===== src/rtl/hex_display_arbiter.sv =====
// Round-robin owner of the two-digit seven-segment display with minimum hold.
// Optional HEXARB_PREEMPT_EN lets requester 0 preempt any other owner.
module hex_display_arbiter #(
    parameter int NUM_REQ     = 4,
    parameter int HOLD_CYCLES = 50000000,
    parameter int CNT_W       = 26
) (
    input  logic                 clk,
    input  logic                 reset,
    input  logic [NUM_REQ-1:0]   req,
    input  logic [NUM_REQ*8-1:0] data,
    output logic [NUM_REQ-1:0]   grant,
    output logic [2:0]           owner,
    output logic                 active,
    output logic [6:0]           hex0,
    output logic [6:0]           hex1
);

    localparam logic [1:0] S_IDLE = 2'd0;
    localparam logic [1:0] S_OWN  = 2'd1;
    localparam logic [1:0] S_GAP  = 2'd2;

    localparam logic [6:0]       BLANK = 7'h7F;
    localparam logic [CNT_W-1:0] HOLD_RELOAD = CNT_W'(HOLD_CYCLES - 1);

    logic [1:0]         state_q, state_d;
    logic [NUM_REQ-1:0] grant_q, grant_d;
    logic [2:0]         owner_q, owner_d;
    logic               active_q, active_d;
    logic [CNT_W-1:0]   cnt_q, cnt_d;
    logic [6:0]         hex0_q, hex0_d;
    logic [6:0]         hex1_q, hex1_d;

    logic               win_found;
    logic [2:0]         win_idx;
    logic [NUM_REQ-1:0] win_onehot;
    logic               own_req;
    logic [7:0]         own_data;
    logic               others_req;
    logic               release_now;

`ifdef HEXARB_PREEMPT_EN
    logic pend_q, pend_d;
    logic preempt;
`endif

    function automatic logic [6:0] seg7(input logic [3:0] n);
        logic [6:0] s;
        unique case (n)
            4'h0: s = 7'h40;
            4'h1: s = 7'h79;
            4'h2: s = 7'h24;
            4'h3: s = 7'h30;
            4'h4: s = 7'h19;
            4'h5: s = 7'h12;
            4'h6: s = 7'h02;
            4'h7: s = 7'h78;
            4'h8: s = 7'h00;
            4'h9: s = 7'h10;
            4'hA: s = 7'h08;
            4'hB: s = 7'h03;
            4'hC: s = 7'h46;
            4'hD: s = 7'h21;
            4'hE: s = 7'h06;
            4'hF: s = 7'h0E;
        endcase
        return s;
    endfunction

    // Scan above the last owner first, then wrap; last owner is checked last.
    always_comb begin
        win_found = 1'b0;
        win_idx   = 3'd0;
        for (int i = 0; i < NUM_REQ; i++) begin
            if (!win_found && req[i] && (i > int'(owner_q))) begin
                win_found = 1'b1;
                win_idx   = 3'(i);
            end
        end
        for (int i = 0; i < NUM_REQ; i++) begin
            if (!win_found && req[i] && (i <= int'(owner_q))) begin
                win_found = 1'b1;
                win_idx   = 3'(i);
            end
        end
`ifdef HEXARB_PREEMPT_EN
        if (state_q == S_GAP && pend_q && req[0]) begin
            win_found = 1'b1;
            win_idx   = 3'd0;
        end
`endif
    end

    always_comb begin
        win_onehot = '0;
        own_req    = 1'b0;
        own_data   = 8'h00;
        for (int i = 0; i < NUM_REQ; i++) begin
            win_onehot[i] = win_found && (win_idx == 3'(i));
            if (owner_q == 3'(i)) begin
                own_req  = req[i];
                own_data = data[i*8 +: 8];
            end
        end
        others_req = |(req & ~grant_q);
    end

`ifdef HEXARB_PREEMPT_EN
    assign preempt = (owner_q != 3'd0) && req[0];
`endif

    always_comb begin
        release_now = !own_req
                   || ((cnt_q == '0) && others_req);
`ifdef HEXARB_PREEMPT_EN
        release_now = release_now || preempt;
`endif
    end

    always_comb begin
        state_d  = state_q;
        grant_d  = grant_q;
        owner_d  = owner_q;
        active_d = active_q;
        cnt_d    = cnt_q;
        hex0_d   = BLANK;
        hex1_d   = BLANK;
`ifdef HEXARB_PREEMPT_EN
        pend_d   = pend_q;
`endif
        case (state_q)
            S_OWN: begin
                cnt_d = (cnt_q == '0) ? '0 : cnt_q - 1'b1;
                if (release_now) begin
                    state_d  = S_GAP;
                    grant_d  = '0;
                    active_d = 1'b0;
`ifdef HEXARB_PREEMPT_EN
                    pend_d   = preempt;
`endif
                end else begin
                    hex1_d = seg7(own_data[7:4]);
                    hex0_d = seg7(own_data[3:0]);
                end
            end
            S_IDLE, S_GAP: begin
                grant_d  = '0;
                active_d = 1'b0;
                state_d  = S_IDLE;
`ifdef HEXARB_PREEMPT_EN
                pend_d   = 1'b0;
`endif
                if (win_found) begin
                    state_d  = S_OWN;
                    grant_d  = win_onehot;
                    owner_d  = win_idx;
                    active_d = 1'b1;
                    cnt_d    = HOLD_RELOAD;
                end
            end
            default: begin
                state_d  = S_IDLE;
                grant_d  = '0;
                active_d = 1'b0;
            end
        endcase
    end

    always_ff @(posedge clk) begin
        if (reset) begin
            state_q  <= S_IDLE;
            grant_q  <= '0;
            owner_q  <= 3'(NUM_REQ - 1);
            active_q <= 1'b0;
            cnt_q    <= '0;
            hex0_q   <= BLANK;
            hex1_q   <= BLANK;
`ifdef HEXARB_PREEMPT_EN
            pend_q   <= 1'b0;
`endif
        end else begin
            state_q  <= state_d;
            grant_q  <= grant_d;
            owner_q  <= owner_d;
            active_q <= active_d;
            cnt_q    <= cnt_d;
            hex0_q   <= hex0_d;
            hex1_q   <= hex1_d;
`ifdef HEXARB_PREEMPT_EN
            pend_q   <= pend_d;
`endif
        end
    end

    assign grant  = grant_q;
    assign owner  = owner_q;
    assign active = active_q;
    assign hex0   = hex0_q;
    assign hex1   = hex1_q;

endmodule


===== config.mk =====
export PLATFORM = sky130hd
export DESIGN_NAME = hex_display_arbiter
export DESIGN_NICKNAME = d
export VERILOG_FILES = /design/src/rtl/hex_display_arbiter.sv
export SDC_FILE = /design/constraint.sdc
export NUM_CORES = 1
export LEC_CHECK = 0
export CAP_MARGIN = 5
export CORE_UTILIZATION = 30
export CTS_BUF_LIST = sky130_fd_sc_hd__clkbuf_4 sky130_fd_sc_hd__clkbuf_8
export CTS_CLUSTER_SIZE = 25
export DETAILED_ROUTE_END_ITERATION = 16
export PLACE_DENSITY = 0.62
export SETUP_SLACK_MARGIN = 0.05
export SLEW_MARGIN = 20
export SYNTH_ARGS = -nofsm -noshare
export SYNTH_HDL_FRONTEND = slang
export SYNTH_SLANG_ARGS = --single-unit

===== constraint.sdc =====
create_clock -name clk -period 5.7 [get_ports clk]
set_clock_uncertainty 0.1 [all_clocks]
set_input_delay 0.855 -clock clk [delete_from_list [all_inputs] [get_ports clk]]
set_output_delay 0.855 -clock clk [all_outputs]
set_load 0.01 [all_outputs]

Word-level counts from Yosys, hierarchy flattened
Memories as Yosys holds them, arrays and structs flattened. A register that Yosys moved wholly into a read port is not among the register bits.
Index checks and enable logic that the tools add are counted.
{"block": "totals", "word_cells": 96, "out_inout_bits": 22, "in_bits": 38, "register_bits": 36, "n_memories": 2, "rom_bits": 224}
{"block": "classes", "addsub": 1, "mux": 34, "bitwise_logic": 3, "reduce_logical": 35, "n_eq_ne": 10, "magnitude_cmp": 6}
{"memory": "(no name shown)", "depth": 16, "width": 7, "rd": 1, "rd_clocked_by_memory_dff": 1, "wr": 0, "line": "49", "text": "unique case (n)"}
{"memory": "(no name shown)", "depth": 16, "width": 7, "rd": 1, "rd_clocked_by_memory_dff": 1, "wr": 0, "line": "49"}
{"cell": "2-to-1 mux 26 bit", "count": 2}
{"cell": "one-hot mux 26 bit (2 select lines)", "count": 1}
{"cell": "2-to-1 mux 8 bit", "count": 4}
{"cell": "logical NOT 26 bit", "count": 1}
{"cell": "subtractor 26 x 1 -> 26 bit, second input constant", "count": 1}
{"cell": "logical AND 1 bit", "count": 17}
{"cell": "2-to-1 mux 1 bit", "count": 15}
{"cell": "2-to-1 mux 3 bit", "count": 5}
{"cell": "equality test 3 x 2 -> 1 bit, second input constant", "count": 4}
{"cell": "2-to-1 mux 4 bit", "count": 2}
{"cell": "one-hot mux 4 bit (2 select lines)", "count": 1}
{"cell": "logical NOT 1 bit", "count": 7}
{"cell": "equality test 3 x 1 -> 1 bit, second input constant", "count": 2}
{"cell": "> comparator 2 x 3 -> 1 bit, first input constant", "count": 2}
{"cell": "less-or-equal comparator 2 x 3 -> 1 bit, first input constant", "count": 2}
{"cell": "logical NOT 3 bit", "count": 2}
{"cell": "bitwise AND 4 bit", "count": 1}
{"cell": "2-to-1 mux 2 bit", "count": 2}
{"cell": "inequality test 2 bit, second input constant", "count": 2}
{"cell": "NOT 4 bit", "count": 1}
{"cell": "one-hot mux 2 bit (2 select lines)", "count": 1}
{"cell": "AND reduction 2 bit", "count": 2}
{"cell": "OR reduction 4 bit", "count": 1}
{"cell": "> comparator 1 x 3 -> 1 bit, first input constant", "count": 1}
{"cell": "other kinds (10)", "count": 10}

Depth between registers and ports, before layout
Gate-level depths: netlist of the first run.
{"block": "logic_depth", "word_depth": 30, "depth_mapped": 9, "ltp_nobuf": 7}

Worst setup path before layout of the first run
OpenSTA, ideal clock, no wires.
{"block": "synth_timing", "kind": "flip-flop to flip-flop", "from": "register owner_q[0], in the netlist owner[0]", "to": "register hex1_q[3], in the netlist hex1[3]", "period_less_slack_ns": 2.598, "required_time_ns": 5.475, "arrival_time_ns": 2.373, "stages_incl_launch_ff": 8, "path_buffers": 1, "setup_slack_ns": 3.102, "setup_ns": 0.125, "path_cell_list": "dfxtp_1 clkbuf_1 mux4_2 inv_1 ha_1 inv_1 mux4_2 nand2b_1"}
{"block": "synth_between", "elab_chain_len": 8, "elab_cells_between_ends": 15, "classes_between": "eq/ne: 3; mux: 8; reduce/logical: 4"}
{"element": "from (decl)", "line": "28", "text": "logic [2:0] owner_q, owner_d;"}
{"element": "from (signal assigned)", "line": "173", "text": "owner_q <= 3'(NUM_REQ - 1);"}
{"element": "from (signal assigned)", "line": "184", "text": "owner_q <= owner_d;"}
{"element": "logical NOT 3 bit", "line": "100", "text": "if (owner_q == 3'(i)) begin"}
{"element": "2-to-1 mux 1 bit (4 in series)", "line": "100"}
{"element": "logical NOT 1 bit", "line": "113", "text": "release_now = !own_req"}
{"element": "logical OR 1 bit", "line": "114", "text": "|| ((cnt_q == '0) && others_req);"}
{"element": "OR reduction 3 bit (no source line)"}
{"element": "to (signal assigned)", "line": "177", "text": "hex1_q <= BLANK;"}
{"element": "to (signal assigned)", "line": "188", "text": "hex1_q <= hex1_d;"}
{"element": "to (decl)", "line": "32", "text": "logic [6:0] hex1_q, hex1_d;"}
Several ways; a longest one is shown, not always the timed one.
A chain may end at the register's enable or synchronous reset.

Worst setup path after layout of the first run
{"block": "layout_timing", "from": "register cnt_q[2]", "to": "register cnt_q[20]"}
{"block": "layout_between", "elab_chain_len": 3, "elab_cells_between_ends": 4, "classes_between": "add/sub: 1; mux: 2; reduce/logical: 1"}
{"element": "from (decl)", "line": "30", "text": "logic [CNT_W-1:0] cnt_q, cnt_d;"}
{"element": "from (signal assigned)", "line": "186", "text": "cnt_q <= cnt_d;"}
{"element": "subtractor 26 x 1 -> 26 bit / logical NOT 26 bit (equally long branches)", "line": "133", "text": "cnt_d = (cnt_q == '0) ? '0 : cnt_q - 1'b1;"}
{"element": "2-to-1 mux 26 bit *", "line": "133"}
{"element": "one-hot mux 26 bit (2 select lines) *", "line": "131", "text": "case (state_q)"}
Mark *: on every way between the ends. The rest lies on a longest branch, timed or not.

==> results.md, run 1 <==
* Critical Path Most Common Cell: or4_4
* Max-Slew Margin vs Limit at 0.409
* Sequential share of the synthesized area at 0.337
* Detail Route Antenna Nets at 0
* First-pass DRT Iterations at 5
* Total GRT Usage at 0.149
* Most used flip-flop cell after synthesis: dfxtp_1
* Endpoints failing setup at 0
* Core area at 9330 sq um
* CP max-delay cell: or4_4
* Design Area, Final at 3670 sq um
* Worst Setup End Kind: flip-flop
* EDFF count, synth at 0
* Peak per-stage delay on the critical path at 0.59 ns
* Tmin final at 2.92 ns
* Detailed placement HPWL at 5430 microns
* Root Driver: clkbuf_8
* Synthesis-to-finish area growth at 26.3%
* Post-synth top area share at 0.337
* Period utilization at 0.512
* Initial antenna violation count at 0
* Clock buffer count from CTS at 5
* Final wirelength at 7380 microns
* Unique masters post-synth at 55
* Mapped Cells at 333
* Worst path cell trace: or4_4 > or4_4 > or3_1 > o21ai_2 > o22ai_1
* Vias per cell at 5.27
* Synth Area in Compound Gates at 0.214
* Starting Density at 0.312
* Share of cells above drive strength 1 at 0.0890
* Placed insts at 503
* Asr flop ratio synth at 0
* RSZ-0062 raised after global routing: false
* Status: finished, final reports clean
* Post-Synth Simple-Gate Area at 0.212
* Fraction of the mapped netlist area in adder cells at 0.0559
* Cell Rows at 35
* Vias in the first global route at 2460
* Routability cong. at 0.805
* Largest family of logic cells by synthesized area: compound AO/OA/AOI/OAI gates
* # fillers at 934
* Full die area at 10100 sq um
* Placed Area at 3580 sq um
* Worst endpoint required time at 5.78 ns
* Cell area after synthesis at 2910 sq um
* Mean instance size in the synthesized netlist at 8.74 sq um
* Multiplexer area fraction after synthesis at 0.100
* Worst min path class: reg2reg
* Non-Filler Instances at 511
* Chip Height at 100 microns
* Max Cap Viol at 0
* Setup repair bufs after CTS at 0
* TNS Setup at 0 ns
* Pwr per Cell Area at 276 nW/um^2
* Cell family with most CP delay: simple AND/OR/NAND/NOR gates
* First DRT Iteration DRCs at 116
* Synth top area cells: dfxtp_1 (34%), mux4_2 (7.7%), ha_1 (5.6%)
* IO buf count at 58
* Synth warn at 0
* IO Pins at 60
* Setup CP Type: reg2reg
* Post-Synth XOR/XNOR Area at 0.0241
* Reg-to-reg slack, setup at 2.78 ns
* Achievable Freq at 0.342 GHz
* Ant. Diodes at 0
* Synthesized net count at 384
* Cts repair resizes at 0
* WL/cell at 14.4 microns
* DR vias at 2693
* Pin count of the biggest net entering global routing at 18
* DR DRC count at 0
* Hold Fails Final Rpt at 0
* Worst-Margin Slew at 0.878 ns
* Max clock buf depth at 2
* Hold_buf cts at 0
* Clk_lat worst skew at 0.31 ns
* Final Net Count at 432
* First-pass GRT wire length at 12000 microns
* CP startpoint kind: flip-flop
* Clock Sink Count at 49
* Clock slew at reported path FFs at 0.10 ns
* WP buf/inv at 0
* Synth area leader: dfxtp_1
* Max-slew violations at 0
* CP Max Fanout at 11
* CTS tree: yes
* Leakage at 1.32 nW
* Worst EP arrival at 3.00 ns
* H-Tree Depth at 2
* #FFs+latches synth at 49
* VDD IR max at 0.000104 V
* Total grt overflow at 0
* Die W at 100 microns
==> cells in the mapped netlist, drive strengths merged, types with 3 or more instances <==
cell / instances
nor3: 13
inv: 20
nor4: 10
o211ai: 7
o21a: 8
or4: 5
or2: 3
or3: 9
o41ai: 3
nand3: 13
a22oi: 5
mux2: 5
nor2: 14
xnor2: 6
buf: 3
nand2b: 6
a211oi: 6
dfxtp: 49
ha: 13
nand2: 25
a21oi: 16
mux4: 10
o21ai: 17
clkbuf: 16
nor2b: 6
a31oi: 5
o22ai: 6
==> logic make-up (layout without fill, tap and decap cells) <==
group	after synthesis	in the layout
AND/OR/NAND/NOR	114	114
AO/OA/AOI/OAI	92	92
flip-flops	49	49
buffers and inverters	40	89
multiplexers	16	16
adder cells (fa/ha/maj)	13	13
XOR/XNOR	8	8
other	1	1
==> final cells by class <==
type                    count  area, sq um  area share
multi-input cells         244         1770       0.481
clock buffers               5         68.8      0.0187
flip-flops and latches     49          981       0.267
well taps                 129          161      0.0439
clock inverters             3         22.5     0.00613
repair buffers             60          596       0.162
inverters                  21         78.8      0.0215
==> cells in the final DEF (no fill, tap or decap), types with 6 or more instances in the layout <==
| master | instances |
|---|---|
| clkdlybuf4s50_1 | 58 |
| dfxtp_1 | 49 |
| nand2_1 | 25 |
| inv_1 | 20 |
| a21oi_1 | 16 |
| o21ai_0 | 16 |
| nor2_1 | 14 |
| nor3_1 | 13 |
| nand3_1 | 13 |
| ha_1 | 13 |
| mux4_2 | 10 |
| nor4_1 | 10 |
| or3_1 | 9 |
| o21a_1 | 8 |
| o211ai_1 | 7 |
| nand2b_1 | 6 |
| o22ai_1 | 6 |
| a211oi_1 | 6 |
| nor2b_1 | 6 |
| xnor2_1 | 6 |
==> power breakdown <==
group | switching, mW | internal (mW) | total [mW]
Combinational | 0.191 | 0.186 | 0.377
Sequential | 0.0485 | 0.381 | 0.429
Clock | 0.122 | 0.0873 | 0.209
==> layer usage <==
metal | up-vias | track usage | wire (microns)
met4 | 0 | 0.0535 | 109
met3 | 11 | 0.0312 | 422
met2 | 82 | 0.240 | 3340
li1 | 1330 | - | -
met5 | - | 0 | 0
met1 | 1270 | 0.199 | 3510
==> final timing paths <==
check | from | endpoint | cells past startpoint
worst min-delay path | cnt_q[25] | cnt_q[25] | 2
worst max register to register | cnt_q[2] | cnt_q[20] | 5
worst max-delay path | cnt_q[2] | cnt_q[20] | 5
worst min register to register | cnt_q[25] | cnt_q[25] | 2
==> state kept, by name, summed over array words and instances (netlist names) <==
name / count
active: 1
cnt_q: 26
grant: 4
hex0: 7
hex1: 7
owner: 2
state_q: 2
==> per-stage QoR <==
stage	util	hold slack, ns	worst slack (ns)	total power [mW]
2_1_floorplan	-	0.356	3.10	0.689
3_3_place_gp	0.384	0.370	2.56	0.806
3_5_place_dp	0.384	0.376	2.49	0.810
4_1_cts	0.394	0.398	2.81	1.02
5_1_grt	0.394	0.410	2.60	1.08
6_report	0.394	0.391	2.78	1.02
==> worst min-delay path, delay by kind of cell (launching register included) <==
family / cells / cell delay [ns]
AO/OA/AOI/OAI: 2 / 0.12
flip-flops: 1 / 0.32
Power figures use the tool's default switching activity.
==> inputs of run 2 (changes only) <==
- clock period: 5.7 -> 2.86 ns (I/O delays scaled with it)
==> results.md, run 2 (synthesized netlist as in run 1, its figures left out) <==
* Worst EP arrival at 2.77 ns (-0.23 ns)
* Period utilization at 0.941 (+0.429)
* RSZ-0062 raised after global routing: false
* Core area at 9330 sq um (unchanged)
* TNS Setup at 0 ns (unchanged)
* Worst min path class: reg2reg
* Chip Height at 100 microns (unchanged)
* Vias in the first global route at 2540 (+3.3%)
* Root Driver: clkbuf_8
* Ant. Diodes at 0 (unchanged)
* Multi-input combinational cell area at 1770 sq um (unchanged)
* Leakage at 1.39 nW (+4.7%)
* Clk_lat worst skew at 0.30 ns (about the same)
* First DRT Iteration DRCs at 91 (-22%)
* Detail Route Antenna Nets at 0 (unchanged)
* Met2 usage at 0.263 (+0.0237)
* Worst-Margin Slew at 0.587 ns (-0.291 ns)
* Non-Filler Instances at 524 (+2.5%)
* Final wirelength at 7440 microns (+0.74%)
* Achievable Freq at 0.372 GHz (+8.5%)
* Starting Density at 0.312 (unchanged)
* Reg with most FFs: cnt_q
* Hold path depth at 1 (-1)
* # fillers at 951 (+1.8%)
* Number of cells on the critical path at 5 (unchanged)
* Cell family with most CP delay: simple AND/OR/NAND/NOR gates
* Max-Slew Margin vs Limit at 0.605 (+0.196)
* Status: finished, final reports clean
* Most frequent cells in the layout: clkdlybuf4s50_1 (58), dfxtp_1 (49), nand2_1 (25)
* GR peak layer: met2
* Tmin final at 2.69 ns (-0.230 ns)
* CP Max Fanout at 10 (-1)
* Worst setup margin at 0.168 ns (-2.61 ns)
* DR vias at 2716 (+0.85%)
* Placed insts at 517 (+2.8%)
* WP buf/inv at 0 (unchanged)
* Clock slew at reported path FFs at 0.09 ns (about the same)
* Max clock buf depth at 2 (unchanged)
* Clock buffer count from CTS at 5 (unchanged)
* First-pass DRT Iterations at 4 (-1)
* Pin count of the biggest net entering global routing at 17 (-1)
* IO Pins at 60 (unchanged)
* Clock Sink Count at 49 (unchanged)
* Pwr per Cell Area at 542 nW/um^2 (+96%)
* CP max-delay cell: or4_4
* Initial antenna violation count at 0 (unchanged)
* WL/cell at 14.2 microns (-1.8%)
* Full die area at 10100 sq um (unchanged)
* Final Net Count at 446 (+3.2%)
* DR DRC count at 0 (unchanged)
* Cts repair resizes at 0 (unchanged)
* Routability cong. at 0.866 (+7.6%)
* Met3 Use GR at 0.0298 (-0.00139)
* Placement-stage worst setup slack at 0.198 ns (-2.29 ns)
* Detailed placement HPWL at 5830 microns (+7.4%)
* First-pass GRT wire length at 12300 microns (+2.5%)
* CTS tree: yes
* Met1 usage in global routing at 0.201 (+0.00215)
* Hold Fails Final Rpt at 0 (unchanged)
* Worst path cell trace: or4_4 > or4_4 > or3_1 > o21ai_2 > o22ai_1
* Peak per-stage delay on the critical path at 0.57 ns (-0.02 ns)
* Max-slew violations at 0 (unchanged)
* Setup repair bufs after CTS at 0 (unchanged)
* FF-to-FF path depth at 5 (unchanged)
* Vias per cell at 5.18 (-1.6%)
* CP startpoint kind: flip-flop
* Commonest non-fill, non-tap cell in the layout: clkdlybuf4s50_1
* Synthesis-to-finish area growth at 29.8%
* IO buf count at 58 (unchanged)
* Setup CP Type: reg2reg
* Hold_buf cts at 0 (unchanged)
* Max Cap Viol at 0 (unchanged)
* Critical Path Most Common Cell: or4_4
* Total GRT Usage at 0.155 (+0.00518)
* Endpoints failing setup at 0 (unchanged)
* Share of cells above drive strength 1 at 0.119 (+0.0300)
* Max reg flops at 26 (unchanged)
* Worst Setup End Kind: flip-flop
* Worst endpoint required time at 2.93 ns (-2.85 ns)
* FF+latch area at 981 sq um (unchanged)
* VDD IR max at 0.000309 V (+200%)
* H-Tree Depth at 2 (unchanged)
* Die W at 100 microns (unchanged)
* Cell Rows at 35 (unchanged)
* Total grt overflow at 0 (unchanged)
[run 2: routing by layer]
| metal | vias up | wire length (microns) |
|---|---|---|
| li1 | 1359 | - |
| met1 | 1283 | 3600 |
| met2 | 70 | 3440 |
| met3 | 4 | 326 |
| met4 | 0 | 74 |
| met5 | - | 0 |
[run 2: layout make-up]
cell class,count,share of cell area
tap,129,0.0427
timing repair buffer,74,0.185
clock inverter,1,0.00199
sequential,49,0.260
inverter,21,0.0209
clock buffer,6,0.0219
multi-input combinational,244,0.468
[run 2: through the flow]
step	hold slack [ns]	util	instance area (sq um)	power [mW]
2_1_floorplan	0.356	-	2910	1.37
3_3_place_gp	0.374	0.395	3690	1.63
3_5_place_dp	0.378	0.395	3690	1.65
4_1_cts	0.396	0.405	3780	2.07
5_1_grt	0.416	0.405	3780	2.19
6_report	0.394	0.405	3780	2.05
[run 2: final timing paths]
check | from | endpoint | slack, ns
min | grant[2] | grant[2] | 0.39
min reg2reg | grant[2] | grant[2] | 0.39
max reg2reg | cnt_q[2] | cnt_q[20] | 0.17
max | cnt_q[2] | cnt_q[20] | 0.17
[run 2: power by group]
part,switching [mW],internal [mW]
Clock,0.224,0.191
Sequential,0.0719,0.759
Combinational,0.406,0.397
